### src/rtl/ctrl_unit_pkg.sv
// Shared definitions for the multi-cycle control unit: FSM states, opcodes,
// ALU and write-back encodings, and the registered control-strobe bundle.
package ctrl_unit_pkg;

    typedef enum logic [2:0] {
        FETCH,
        DECODE,
        EXEC,
        MEM,
        WB,
        TRAP
    } state_t;

    localparam logic [6:0] OP_OP     = 7'h33;
    localparam logic [6:0] OP_IMM    = 7'h13;
    localparam logic [6:0] OP_LOAD   = 7'h03;
    localparam logic [6:0] OP_STORE  = 7'h23;
    localparam logic [6:0] OP_BRANCH = 7'h63;
    localparam logic [6:0] OP_JAL    = 7'h6F;
    localparam logic [6:0] OP_JALR   = 7'h67;
    localparam logic [6:0] OP_LUI    = 7'h37;
    localparam logic [6:0] OP_AUIPC  = 7'h17;

    typedef enum logic [3:0] {
        ALU_ADD   = 4'd0,
        ALU_SUB   = 4'd1,
        ALU_SLL   = 4'd2,
        ALU_SLT   = 4'd3,
        ALU_SLTU  = 4'd4,
        ALU_XOR   = 4'd5,
        ALU_SRL   = 4'd6,
        ALU_SRA   = 4'd7,
        ALU_OR    = 4'd8,
        ALU_AND   = 4'd9,
        ALU_PASSB = 4'd10
    } alu_op_t;

    typedef enum logic [1:0] {
        WB_ALU = 2'd0,
        WB_MEM = 2'd1,
        WB_RET = 2'd2
    } wb_sel_t;

    typedef enum logic [2:0] {
        CLS_ALU,
        CLS_BRANCH,
        CLS_JAL,
        CLS_JALR,
        CLS_LOAD,
        CLS_STORE,
        CLS_ILLEGAL
    } ins_class_t;

    // Everything the FSM registers alongside its state; br_exec marks a branch in EXEC.
    typedef struct packed {
        logic    ir_en;
        logic    pc_en;
        logic    pc_sel;
        logic    inc_sel;
        logic    rf_we;
        logic    mem_rd;
        logic    mem_wr;
        logic    br_exec;
        wb_sel_t wb_sel;
    } ctrl_t;

    localparam ctrl_t CTRL_IDLE = '0;

endpackage

### src/rtl/ctrl_unit_imm_gen.sv
// Immediate generator: decodes the I/S/B/U/J immediate from the instruction,
// sign-extended from ins[31]; R-type and unknown opcodes give zero.
module imm_gen
    import ctrl_unit_pkg::*;
(
    input  logic [31:0] ins,
    output logic [31:0] imm
);

    always_comb begin
        imm = '0;
        case (ins[6:0])
            OP_IMM, OP_LOAD, OP_JALR: imm = {{20{ins[31]}}, ins[31:20]};
            OP_STORE:                 imm = {{20{ins[31]}}, ins[31:25], ins[11:7]};
            OP_BRANCH:                imm = {{19{ins[31]}}, ins[31], ins[7], ins[30:25],
                                             ins[11:8], 1'b0};
            OP_LUI, OP_AUIPC:         imm = {ins[31:12], 12'b0};
            OP_JAL:                   imm = {{11{ins[31]}}, ins[31], ins[19:12], ins[20],
                                             ins[30:21], 1'b0};
            default:                  imm = '0;
        endcase
    end

endmodule

### src/rtl/ctrl_unit.sv
// Multi-cycle control unit: FETCH/DECODE/EXEC/MEM/WB/TRAP sequencer with
// registered strobes, combinational ALU-op decode and immediate generation.
module ctrl_unit
    import ctrl_unit_pkg::*;
#(
    parameter bit RESET_TRAP = 1'b0
) (
    input  logic        clk,
    input  logic        rst_n,
    input  logic [31:0] ins,
    input  logic        br_taken,
    input  logic        mem_ready,
    output logic        IR_en,
    output logic        PC_en,
    output logic        PC_sel,
    output logic        INC_sel,
    output logic [31:0] imm,
    output logic [3:0]  alu_op,
    output logic [1:0]  wb_sel,
    output logic        rf_we,
    output logic        mem_rd,
    output logic        mem_wr,
    output logic        illegal
);

    state_t     state_q, state_d;
    ctrl_t      ctrl_q, ctrl_d;
    logic       illegal_q, illegal_d;
    ins_class_t ins_class;
    alu_op_t    alu_op_c;

    logic [6:0] opcode;
    logic [2:0] funct3;
    logic       funct7_5;

    assign opcode   = ins[6:0];
    assign funct3   = ins[14:12];
    assign funct7_5 = ins[30];

    imm_gen u_imm_gen (
        .ins (ins),
        .imm (imm)
    );

    always_comb begin
        case (opcode)
            OP_OP, OP_IMM, OP_LUI, OP_AUIPC: ins_class = CLS_ALU;
            OP_BRANCH:                       ins_class = CLS_BRANCH;
            OP_JAL:                          ins_class = CLS_JAL;
            OP_JALR:                         ins_class = CLS_JALR;
            OP_LOAD:                         ins_class = CLS_LOAD;
            OP_STORE:                        ins_class = CLS_STORE;
            default:                         ins_class = CLS_ILLEGAL;
        endcase
    end

    // funct7[5] selects SUB only for register-register ops; for immediates it is part of imm.
    always_comb begin
        alu_op_c = ALU_ADD;
        case (opcode)
            OP_OP, OP_IMM: begin
                case (funct3)
                    3'd0:    alu_op_c = (opcode == OP_OP && funct7_5) ? ALU_SUB : ALU_ADD;
                    3'd1:    alu_op_c = ALU_SLL;
                    3'd2:    alu_op_c = ALU_SLT;
                    3'd3:    alu_op_c = ALU_SLTU;
                    3'd4:    alu_op_c = ALU_XOR;
                    3'd5:    alu_op_c = funct7_5 ? ALU_SRA : ALU_SRL;
                    3'd6:    alu_op_c = ALU_OR;
                    default: alu_op_c = ALU_AND;
                endcase
            end
            OP_BRANCH: alu_op_c = ALU_SUB;
            OP_LUI:    alu_op_c = ALU_PASSB;
            default:   alu_op_c = ALU_ADD;
        endcase
    end

    // Strobes are computed for the state being entered, so they come straight off flops.
    always_comb begin
        // NOTE: every always_comb output gets a default first; a missed branch would otherwise infer a latch.
        state_d   = state_q;
        ctrl_d    = CTRL_IDLE;
        illegal_d = illegal_q;
        case (state_q)
            FETCH: state_d = DECODE;
            DECODE: begin
                state_d = EXEC;
                case (ins_class)
                    CLS_ALU: begin
                        ctrl_d.rf_we = 1'b1;
                        ctrl_d.pc_en = 1'b1;
                    end
                    CLS_BRANCH: begin
                        ctrl_d.pc_en   = 1'b1;
                        ctrl_d.br_exec = 1'b1;
                    end
                    CLS_JAL, CLS_JALR: begin
                        ctrl_d.rf_we   = 1'b1;
                        ctrl_d.wb_sel  = WB_RET;
                        ctrl_d.pc_en   = 1'b1;
                        ctrl_d.inc_sel = 1'b1;
                        ctrl_d.pc_sel  = (ins_class == CLS_JALR);
                    end
                    CLS_LOAD, CLS_STORE: ctrl_d = CTRL_IDLE;
                    default: begin
                        state_d   = TRAP;
                        illegal_d = 1'b1;
                    end
                endcase
            end
            EXEC: begin
                if (ins_class == CLS_LOAD) begin
                    state_d       = MEM;
                    ctrl_d.mem_rd = 1'b1;
                end else if (ins_class == CLS_STORE) begin
                    state_d       = MEM;
                    ctrl_d.mem_wr = 1'b1;
                end else begin
                    state_d      = FETCH;
                    ctrl_d.ir_en = 1'b1;
                end
            end
            MEM: begin
                if (!mem_ready) begin
                    ctrl_d.mem_rd = ctrl_q.mem_rd;
                    ctrl_d.mem_wr = ctrl_q.mem_wr;
                end else if (ctrl_q.mem_rd) begin
                    state_d       = WB;
                    ctrl_d.rf_we  = 1'b1;
                    ctrl_d.wb_sel = WB_MEM;
                    ctrl_d.pc_en  = 1'b1;
                end else begin
                    state_d      = FETCH;
                    ctrl_d.ir_en = 1'b1;
                end
            end
            WB: begin
                state_d      = FETCH;
                ctrl_d.ir_en = 1'b1;
            end
            TRAP: begin
                if (!RESET_TRAP) begin
                    state_d      = FETCH;
                    ctrl_d.ir_en = 1'b1;
                end
            end
            default: begin
                state_d      = FETCH;
                ctrl_d.ir_en = 1'b1;
            end
        endcase
    end

    // Reset lands in FETCH with ir_en already set so the first cycle out of reset loads IR.
    always_ff @(posedge clk) begin
        if (!rst_n) begin
            state_q      <= FETCH;
            ctrl_q       <= CTRL_IDLE;
            ctrl_q.ir_en <= 1'b1;
            illegal_q    <= 1'b0;
        end else begin
            state_q   <= state_d;
            ctrl_q    <= ctrl_d;
            illegal_q <= illegal_d;
        end
    end

    // NOTE: rst_n is itself synchronous, so gating strobes with it is glitch-free and keeps them low while reset is held.
    assign IR_en   = ctrl_q.ir_en & rst_n;
    assign rf_we   = ctrl_q.rf_we & rst_n;
    assign mem_rd  = ctrl_q.mem_rd & rst_n;
    assign mem_wr  = ctrl_q.mem_wr & rst_n;
    // A store retires on the mem_ready cycle itself, so its PC step follows the completion strobe.
    assign PC_en   = (ctrl_q.pc_en | (ctrl_q.mem_wr & mem_ready)) & rst_n;
    assign PC_sel  = ctrl_q.pc_sel;
    assign INC_sel = ctrl_q.inc_sel | (ctrl_q.br_exec & br_taken);
    assign wb_sel  = ctrl_q.wb_sel;
    assign alu_op  = alu_op_c;
    assign illegal = illegal_q;

endmodule
### config.mk
export PLATFORM = sky130hd
export DESIGN_NAME = ctrl_unit
export DESIGN_NICKNAME = d
export VERILOG_FILES = /design/src/rtl/ctrl_unit_pkg.sv /design/src/rtl/ctrl_unit_imm_gen.sv /design/src/rtl/ctrl_unit.sv
export SDC_FILE = /design/constraint.sdc
export NUM_CORES = 1
export LEC_CHECK = 0
export BUFFER_PORTS_ARGS = -buffer_cell sky130_fd_sc_hd__clkbuf_2
export CAP_MARGIN = 20
export CORE_ASPECT_RATIO = 2
export CORE_MARGIN = 2
export CORE_UTILIZATION = 47
export CTS_BUF_LIST = sky130_fd_sc_hd__clkbuf_2
export DETAILED_ROUTE_END_ITERATION = 12
export PLACE_DENSITY_LB_ADDON = 0.15
export SLEW_MARGIN = 5
export SYNTH_ARGS = -nofsm -noshare
export SYNTH_HDL_FRONTEND = slang
export SYNTH_SLANG_ARGS = --single-unit
### constraint.sdc
create_clock -name clk -period 4.29 [get_ports clk]
set_clock_uncertainty 0.1 [all_clocks]
set_input_delay 0.429 -clock clk [delete_from_list [all_inputs] [get_ports clk]]
set_output_delay 0.429 -clock clk [all_outputs]
set_load 0.02 [all_outputs]
---- Word level (Yosys, flattened, before mapping) ----
Cells that the tools add are included.
Widths: inputs -> output; s select.
word-level totals
  input bits .............................. 36
  word-level logic and storage cells ...... 95
  flip-flop bits (word level) ............. 14
  output and inout port bits .............. 46
cells by class
  reduce and logical (&&, ||, !) cells .... 16
  equal/unequal tests ..................... 24
  bitwise gates (word level) .............. 10
  mux-type cells .......................... 34
operators with widths
  kind                number
  $pmux 32 s5         1
  $pmux 4 s7          1
  $eq 7x6->1 const B  3
  $eq 7x7->1 const B  3
  $eq 3x2->1 const B  6
  $pmux 3 s6          1
  $mux 1              16
  $eq 3x3->1 const B  5
  $eq 7x5->1 const B  2
  $mux 3              4
  $pmux 3 s4          1
  $pmux 4 s3          1
  $eq 3x1->1 const B  3
  $logic_not 3->1     3
  $mux 2              4
  $pmux 2 s2          2
  $reduce_or 2->1     4
  $reduce_or 4->1     2
  $and 1x1->1         7
  $eq 7x2->1 const B  1
  $reduce_or 3->1     2
  $reduce_or 6->1     1
  $pmux 1 s2          2
  $reduce_and 2->1    2
  6 further kinds     7

---- Longest topological paths before layout ----
Gate-level depths: netlist of run 1.
  depth after elaboration ................. 7
  gate-level depth with buffers ........... 6
  gate-level depth less buffers ........... 4

---- By module ----
A second synthesis of run 1 with hierarchy kept.
second synthesis, totals
  cell total of the unflattened synthesis .. 174
  area total of the unflattened synthesis .. 1346.3 um2
modules (own cells, without submodules)
  module     times used  area each (um2)  seq. area each (um2)  cells an instance
  ctrl_unit  1           799.5            280.3                 95
  imm_gen    1           546.8            0.0                   79

---- Worst setup path after synthesis of run 1 ----
OpenSTA, ideal clock, no wires.
  kind .................................... in2out
  start ................................... input port ins[5]
  end ..................................... output port imm[20]
  required time ........................... 3.761 ns
  path buffers ............................ 2
  data arrival time ....................... 1.564 ns
  stages .................................. 6
  slack ................................... 2.197 ns
  cell sequence ........................... buf_2 > mux2_4 > o22ai_2 > and2_4 > buf_6 > a21o_1
between the ends
  word-level cells in the longest chain between the ends .. 3
  elaborated cells on any way between the ends .. 11
  classes of those cells .................. eq/ne: 8; mux: 1; reduce/logical: 2
ends and longest elaborated chain
  what                                                line                     text
  start: declaration                                  ctrl_unit.sv:10          input logic [31:0] ins,
  $eq 7x5->1 (tied with other cells)                  ctrl_unit_imm_gen.sv:12  case (ins[6:0])
  $reduce_or 3->1 or $reduce_or 2->1 (tied branches)  ctrl_unit_imm_gen.sv:12
  $pmux 32 s5 (*)                                     ctrl_unit_imm_gen.sv:12
  end: declaration                                    ctrl_unit.sv:17          output logic [31:0] imm,
Mark *: on every way between the ends. The rest lies on a longest branch, timed or not.

---- Worst setup path in the final report of run 1 ----
  start ................................... input port ins[3]
  end ..................................... output port alu_op[3]
between the ends
  word-level cells in the longest chain between the ends .. 3
  elaborated cells on any way between the ends .. 6
  classes of those cells .................. eq/ne: 4; mux: 1; reduce/logical: 1
ends and longest elaborated chain
  what                                      line             text
  $eq 7x6->1 or $eq 7x5->1 (tied branches)  ctrl_unit.sv:60  case (opcode)
  $reduce_or 2->1                           ctrl_unit.sv:60
  $pmux 4 s3 (*)                            ctrl_unit.sv:60
  end: declaration                          ctrl_unit.sv:18  output logic [3:0] alu_op,
Marked as above.

==> impl_metrics.tcl, run 1 <==
set metrics [dict create \
    slowest_stage "nor4b_2" \
    die_area_um2 3200 \
    r2r-start "state_q[1]" \
    p_leak_uw 0.000964 \
    grt_usage 0.243 \
    multi_input_area_um2 916 \
    tns_ps 0 \
    outcome "complete, no violations" \
    fmax_mhz 379 \
    drv_cap 0 \
    relSlewSlack 0.361 \
    gp_congestion 0.850 \
    r2r.worst_path.cells 4 \
    grt_first_pass_wirelength_um 5820 \
    initial_core_util 0.500 \
    yosysWarnings 0 \
    num_vias 1454 \
    timing.rr.end "ctrl_q[2]" \
    rsz0062_at_grt "no" \
    ys.flop_type "dfxtp_1" \
    ant_nets 0 \
    regArea_um2 280 \
    reg2reg_slack_ps 2750 \
    wl_um 3580 \
    core_area_um2 2570 \
    drc 0 \
    critPathBufInv 2 \
    synth-edff-count 0 \
    synth_common_cells "a21o_1, dfxtp_1, and2_1, nand2_1, a21oi_1" \
    fin_crit_sh 0.616 \
    routedWlPerCell_um 13.9 \
    drive_gt1_frac 0.437 \
    arrival_ps 2110 \
    grt-ovfl-total 0 \
    grt_pass1_vias 1444 \
    fin_crit_ps 2640 \
    cts_sinks 14 \
    required_ps 3760 \
    post_cts_buffers 0 \
    post_drt_via_cell_ratio 5.66 \
    cts_buffers 3 \
    yosys.area.top_type "dfxtp_1" \
    fp.dieH_um 78.0 \
    drt_iter0_drc 33 \
    antenna_found_initial 0 \
    clockRootBuffer "clkbuf_2" \
    hp-start "illegal" \
    seq_area_frac_synth 0.218 \
    synth_cells 155 \
    syn_to_final_growth_pct 30.2 \
    cts.hold.buffers_added 0 \
    avgSynthCellArea_um2 8.30 \
    async_flop_share 0 \
    worst-setup-path-type "in -> out" \
    holdWs_ps 385 \
    cp_num_cells 6 \
    yosysMostFrequentCell "a21o_1" \
    min_to "illegal" \
    cp_common_cell "clkbuf_2" \
    syn_area_um2 1290 \
    synthDistinctLibCells 53 \
    slew_viol_final 0 \
    setup_viol 0 \
    cts-resized-gates 0 \
    netlist.area_leader.share 0.218 \
    grt_max_degree 14 \
    final_net_count 266 \
    crit_chain "clkbuf_2 -> nand3b_4 -> nor4b_2 -> nand2_1 -> o21ai_1 -> clkbuf_2" \
    rows 26 \
    cts.htree.levels 1 \
    startpoint_type "input port" \
    finalHoldViolations 0 \
    syn_nets 191 \
    clk_latency_ps 280 \
    antenna_cells 0 \
    fill_cells 240 \
    synth-seq-cells 14 \
    portBuffers 81 \
    dp_hpwl_um 2990 \
    power_density_nw_per_um2 175 \
    tightest_slew_ps 956 \
    hold_class "reg -> reg" \
    path_clk_slew_ps 120 \
    cts_tree "yes" \
    vdd_drop_max_mv 0.0907 \
    holdPathStages 1 \
    ios 82 \
    cts_buffer_depth 2 \
    path_delay_family "simple AND/OR/NAND/NOR gates" \
    firstDrtPassIters 4 \
    synth.area.top_cells "dfxtp_1, a21o_1, and2_1" \
    crit_path_end_kind "output pin" \
    max_stage_delay_ps 840 \
    die_x_um 41.0 \
    cp_max_fo 12 \
]
-- per-stage QoR --
step,instances,cell area [um^2],total power [uW],worst slack [ps],util
4_1_cts,257,1670,293,1660,0.651
3_3_place_gp,253,1660,232,1740,0.644
5_1_grt,257,1670,306,1390,0.651
2_1_floorplan,155,1290,196,2200,-
3_5_place_dp,253,1660,234,1660,0.644
6_report,257,1670,293,1650,0.651
-- layout make-up --
class	instances	area share
clock inverter	1	0.00224
timing repair buffer	81	0.242
multi-input combinational	125	0.547
clock buffer	3	0.00897
inverter	5	0.0112
sequential	14	0.167
tap	28	0.0209
-- report_power, final --
group / switching, uW / internal (uW)
combinational: 54.6 / 38.6
sequential: 3.81 / 134
clock: 41.6 / 20.2
total: 100 / 193
-- cells by family after synthesis --
logic type	Yosys count	share of synthesized area
simple gates	62	0.310
compound gates	60	0.374
mux	3	0.0282
flops	14	0.218
buf+inv	16	0.0700
-- sequential cells by signal, indices dropped and copies added, names as in the netlist --
signal,flops
illegal,1
ctrl_q,7
state_q,3
PC_sel,1
wb_sel,2
-- worst reg2reg max path: stages (launching register included) --
cell and delay [ps]:
dfxtp_1 430, or3b_1 490, a21oi_1 180, o21ai_2 110
nor3b_2 170
-- worst max-delay path by stage --
stage	startpoint	slack [ps]	to
floorplan	ins[5]	2200	imm[20]
global placement	ins[3]	1740	alu_op[3]
detailed placement	ins[3]	1660	alu_op[3]
CTS	ins[3]	1660	alu_op[3]
global route	ins[3]	1390	alu_op[3]
finish	ins[3]	1650	alu_op[3]
-- cell usage in the layout (no fill, tap or decap), types with 2 or more instances in the layout --
| cell type | netlist | final |
|---|---|---|
| a2111oi_4 | 2 | 2 |
| a211o_1 | 2 | 2 |
| a21o_1 | 20 | 20 |
| a21oi_1 | 8 | 8 |
| a22o_1 | 5 | 5 |
| a31oi_1 | 2 | 2 |
| and2_1 | 12 | 12 |
| clkbuf_2 | 0 | 84 |
| dfxtp_1 | 14 | 14 |
| inv_1 | 4 | 4 |
| nand2_1 | 9 | 9 |
| nand2b_1 | 4 | 4 |
| nand3_1 | 2 | 2 |
| nand3b_1 | 2 | 2 |
| nor2_1 | 7 | 7 |
| nor2b_1 | 2 | 2 |
| nor3_1 | 7 | 7 |
| nor3b_1 | 3 | 3 |
| o21a_1 | 2 | 2 |
| o21ai_0 | 4 | 4 |
| o21ai_1 | 3 | 3 |
| or3_1 | 2 | 2 |
-- metal layers --
layer  global-route usage  vias to the layer above  share of wire
met3               0.0114                       12          0.052
met2                0.445                       65           0.56
met5                    0                        -              0
met4                0.120                        0          0.035
li1                     -                      715              -
met1                0.240                      662           0.35
(Power assumes the default switching activity.)
==> inputs of run 2 (changes only) <==
- ABC_AREA: default -> 1
- CORE_UTILIZATION: 47 -> 39
- clock period: 4.29 -> 2.26 ns (I/O delays scaled with it)
==> run 2 against run 1 <==
  * Non-clock buffer count up 1
  * Highest routed layer unchanged
  * Die area up 14%
  * Synthesized cell count up 29%
  * Global-route usage down 4.9 points
  * Via count up 3.5%
  * Critical path type unchanged
  * Sequential power up 88%
  * Clock-buffer cell count unchanged
  * Routed wire length down 5.9%
  * Critical path depth up 5
  * Utilization down 9.8 points
  * Total power up 86%
  * Sequential share of layout area up 0.25 points
==> impl_metrics.tcl, run 2 <==
set metrics [dict create \
    routedWlPerCell_um 10.8 \
    post-route-util 0.554 \
    seq_area_frac_synth 0.229 \
    rsz0062_at_grt "no" \
    tns_ps 0 \
    clockRootBuffer "clkbuf_2" \
    synth_cells 200 \
    drt_iter0_drc 19 \
    syn_to_final_growth_pct 34.6 \
    hold_class "in -> reg" \
    worst-setup-path-type "in -> out" \
    yosysMostFrequentCell "nand2_1" \
    synth-seq-cells 14 \
    arrival_ps 1450 \
    p_leak_uw 0.00101 \
    cts_sinks 14 \
    portBuffers 81 \
    post_drt_via_cell_ratio 4.84 \
    rows 28 \
    syn_nets 236 \
    cts.hold.buffers_added 0 \
    slew_viol_final 0 \
    wl_um 3370 \
    post_cts_buffers 0 \
    dp_hpwl_um 3010 \
    num_vias 1505 \
    regMostFlops "ctrl_q" \
    yosys.area.top_type "dfxtp_1" \
    yosysWarnings 0 \
    cts_buffer_depth 2 \
    drc 0 \
    finalHoldViolations 0 \
    relSlewSlack 0.686 \
    drv_cap 0 \
    cts-resized-gates 0 \
    syn_area_um2 1220 \
    antenna_cells 0 \
    grt-ovfl-total 0 \
    required_ps 1930 \
    final_common_cell "clkbuf_2" \
    die_area_um2 3630 \
    cts.htree.levels 1 \
    fill_cells 326 \
    grt_pass1_vias 1426 \
    outcome "complete, no violations" \
    synth.area.top_cells "dfxtp_1, nand2_1, inv_1" \
    synthDistinctLibCells 28 \
    grt_max_degree 12 \
    fin_crit_sh 0.786 \
    grt_usage 0.193 \
    grt_first_pass_wirelength_um 5650 \
    synth_common_cells "nand2_1, inv_1, nor2_1, dfxtp_1, o21ai_0" \
    path_clk_slew_ps 120 \
    ys.flop_type "dfxtp_1" \
    final_cell_mix "clkbuf_2, nand2_1, inv_1, nor2_1, dfxtp_1" \
    avgSynthCellArea_um2 6.12 \
    fmax_mhz 563 \
    holdWs_ps 176 \
    power_density_nw_per_um2 330 \
    die_x_um 43.6 \
    multi_input_area_um2 758 \
    cts_buffers 3 \
    max_stage_delay_ps 190 \
    synth-edff-count 0 \
    setup_viol 0 \
    initial_core_util 0.411 \
    slowest_stage "clkbuf_2" \
    startpoint_type "input port" \
    fin_crit_ps 1780 \
    clk_latency_ps 280 \
    cp_max_fo 8 \
    crit_chain "clkbuf_2 -> inv_1 -> nand2_1 -> nor2_1 -> nand2_2 -> nor2_4 -> nor2_1 -> nand2_1 -> nand2_2 -> o21ai_0 -> clkbuf_2" \
    final_net_count 318 \
    netlist.area_leader.share 0.229 \
    cts_tree "yes" \
    vdd_drop_max_mv 0.154 \
    fp.dieH_um 83.3 \
    ios 82 \
    regArea_um2 280 \
    largest_register_ffs 7 \
    crit_path_end_kind "output pin" \
    core_area_um2 2980 \
    antenna_found_initial 0 \
    firstDrtPassIters 4 \
    ant_nets 0 \
    tightest_slew_ps 467 \
    drive_gt1_frac 0.420 \
    gp_congestion 0.866 \
    async_flop_share 0 \
]
## run 2: layout make-up
| class | count | share of cell area |
|---|---|---|
| Sequential cell | 14 | 0.170 |
| Clock inverter | 1 | 0.00228 |
| Inverter | 37 | 0.0857 |
| Tap cell | 30 | 0.0228 |
| Clock buffer | 3 | 0.00910 |
| Multi-Input combinational cell | 144 | 0.460 |
| Timing Repair Buffer | 82 | 0.250 |
## run 2: final timing paths
path              start        end  slack [ps]  depth (start not counted)
max              ins[2]    imm[13]         480                         11
min           mem_ready  wb_sel[0]         180                          3
max reg2reg  state_q[1]  ctrl_q[5]         760                          6
min reg2reg     illegal    illegal         370                          2
## run 2: critical path: cells and delay by family
kind	cells	cell delay [ps]
compound gates	1	100
buf+inv	3	370
simple gates	7	750
## run 2: power by group
group	leakage (uW)	total [uW]	switching, uW	internal [uW]
sequential	0.000114	260	4.25	256
combinational	0.000882	167	108	59.0
clock	0.0000140	117	78.6	38.4
total	0.00101	544	191	353
## run 2: per-layer routing
metal	part of all wire	wire length, um	track usage
met5	0	0	0
met4	0.019	65	0.0744
met3	0.062	209	0.0152
met2	0.58	1950	0.400
met1	0.34	1140	0.170
## run 2: kinds of logic after synthesis
kind of cell / after synthesis / share of synthesized area
buffers and inverters: 42 / 0.152
AOI/OAI and AO/OA: 36 / 0.201
and+or+nand+nor: 108 / 0.418
DFF: 14 / 0.229
## run 2: metrics by stage
stage / cells / area, um^2 / power (uW) / worst slack [ps]
final: 311 / 1650 / 544 / 484
after global routing: 311 / 1650 / 570 / 342
after CTS: 311 / 1650 / 549 / 465
after detailed placement: 307 / 1630 / 434 / 466
after global placement: 307 / 1630 / 433 / 466
after floorplan: 200 / 1220 / 365 / 678
==> inputs of run 3 (changes only) <==
- ABC_AREA: 1 -> 0
- CORE_UTILIZATION: 39 -> 44
- clock period: 2.26 -> 1.66 ns (I/O delays scaled with it)
==> run 3 against run 2 <==
  * Critical path depth shrank 5
  * Sequential cell count is the same
  * Global-route usage is 3.4 points higher
  * Final area increased by 11%
  * Cell count decreased by 12%
  * Clock power is 44% higher
  * First-iteration DRC count increased by 89%
  * Clock-buffer cell count unchanged
  * Routed wire length up 13%
  * Sequential share of layout area fell by 1.7 points
  * Critical path type unchanged
  * Critical endpoint is now imm[11]
  * Largest cell class unchanged
  * Largest power group unchanged
  * Highest routed layer unchanged
==> impl_metrics.tcl, run 3 (synthesis gave the netlist of run 1 again) <==
set metrics [dict create \
    firstDrtPassIters 4 \
    grt_max_degree 13 \
    required_ps 1390 \
    grt-ovfl-total 0 \
    post-route-util 0.664 \
    clockRootBuffer "clkbuf_2" \
    p_clk_frac 0.210 \
    post_drt_via_cell_ratio 5.62 \
    slew_viol_final 0 \
    cts.hold.buffers_added 0 \
    drt_iter0_drc 36 \
    holdWs_ps 94.2 \
    p_leak_uw 0.00105 \
    fin_cells 273 \
    internal_power_uw 520 \
    fp.dieH_um 80.5 \
    arrival_ps 1350 \
    tns_ps 0 \
    wl_um 3800 \
    initial_core_util 0.464 \
    fin_crit_ps 1620 \
    final_net_count 281 \
    worst-setup-path-type "in -> out" \
    ios 82 \
    drc 0 \
    antenna_cells 0 \
    gp_congestion 0.859 \
    swShare 0.350 \
    grt_pass1_vias 1527 \
    grt_usage 0.228 \
    cts_buffer_depth 2 \
    clk_latency_ps 300 \
    routedWlPerCell_um 13.9 \
    final_common_cell "clkbuf_2" \
    path_clk_slew_ps 140 \
    drive_gt1_frac 0.488 \
    cts_tree "yes" \
    tightest_slew_ps 390 \
    die_x_um 42.2 \
    cp_max_fo 12 \
    postLayoutCellArea_um2 1840 \
    crit_path_end_kind "output pin" \
    startpoint_type "input port" \
    final_cell_mix "clkbuf_2, a21o_1, dfxtp_1, buf_4, and2_1" \
    outcome "complete, no violations" \
    antenna_found_initial 0 \
    dp.cells 268 \
    syn_to_final_growth_pct 42.9 \
    num_vias 1533 \
    rows 27 \
    power_density_nw_per_um2 435 \
    drv_cap 0 \
    relSlewSlack 0.740 \
    pwr-share-comb 0.349 \
    fmax_mhz 619 \
    p_switching_uw 280 \
    place_area_um2 1760 \
    cts_buffers 3 \
    grt_first_pass_wirelength_um 6150 \
    cts_sinks 14 \
    hold_class "in -> reg" \
    largest_register_ffs 7 \
    portBuffers 81 \
    reg2reg_slack_ps 180 \
    seqPwrFrac 0.442 \
    cts.htree.levels 1 \
    dp_hpwl_um 3170 \
    setup_viol 0 \
    vdd_drop_max_mv 0.252 \
    core_area_um2 2770 \
    ant_nets 0 \
    fin_crit_sh 0.974 \
    finalHoldViolations 0 \
    regMostFlops "ctrl_q" \
    die_area_um2 3400 \
]
[run 3: cell type report]
type	instances	area (um^2)
clock buffers	3	15.0
clock inverters	1	3.75
fillers	244	932
inverters	5	18.8
multi-input cells	125	957
flip-flops and latches	14	280
well taps	29	36.3
repair buffers	96	527
[run 3: final timing paths]
kind / to / start / depth (start not counted)
hold / removal: illegal / rst_n / 2
setup reg to reg: state_q[0] / state_q[2] / 3
setup / recovery: imm[11] / ins[6] / 6
hold reg to reg: illegal / illegal / 1
[run 3: worst max-delay path, cell delays in order]
cell and delay [ps]:
clkbuf_4 190, or3_1 380, a21oi_2 190, o21ai_0 110, o31ai_1 90, clkbuf_2 230
[run 3: routing by layer]
metal | GRT usage | vias to the layer above | wire, um
li1 | - | 752 | -
met1 | 0.210 | 676 | 1310
met3 | 0.0292 | 15 | 305
met5 | 0 | - | 0
met2 | 0.442 | 90 | 2060
met4 | 0.150 | 0 | 126
[run 3: per-stage QoR]
stage | total power (uW) | setup WS, ps
floorplan | 507 | 92.6
global placement | 621 | 19.3
detailed placement | 628 | -4.38
CTS | 784 | -1.70
global route | 831 | -4.01
finish | 800 | 43.3
[run 3: timing repair]
action	4_1_cts	5_1_grt
gates resized for setup	1	12
pin swaps	0	1
setup endpoints to repair	2	31
buffers inserted	0	1
[run 3: power by group through the flow]
| stage | clock network [uW] | registers [uW] | logic, uW |
|---|---|---|---|
| 6_report | 168 | 353 | 279 |
| 5_1_grt | 174 | 354 | 302 |
| 2_1_floorplan | 0 | 365 | 141 |
| 3_3_place_gp | 0 | 360 | 261 |
| 4_1_cts | 163 | 353 | 268 |
| 3_5_place_dp | 0 | 361 | 267 |
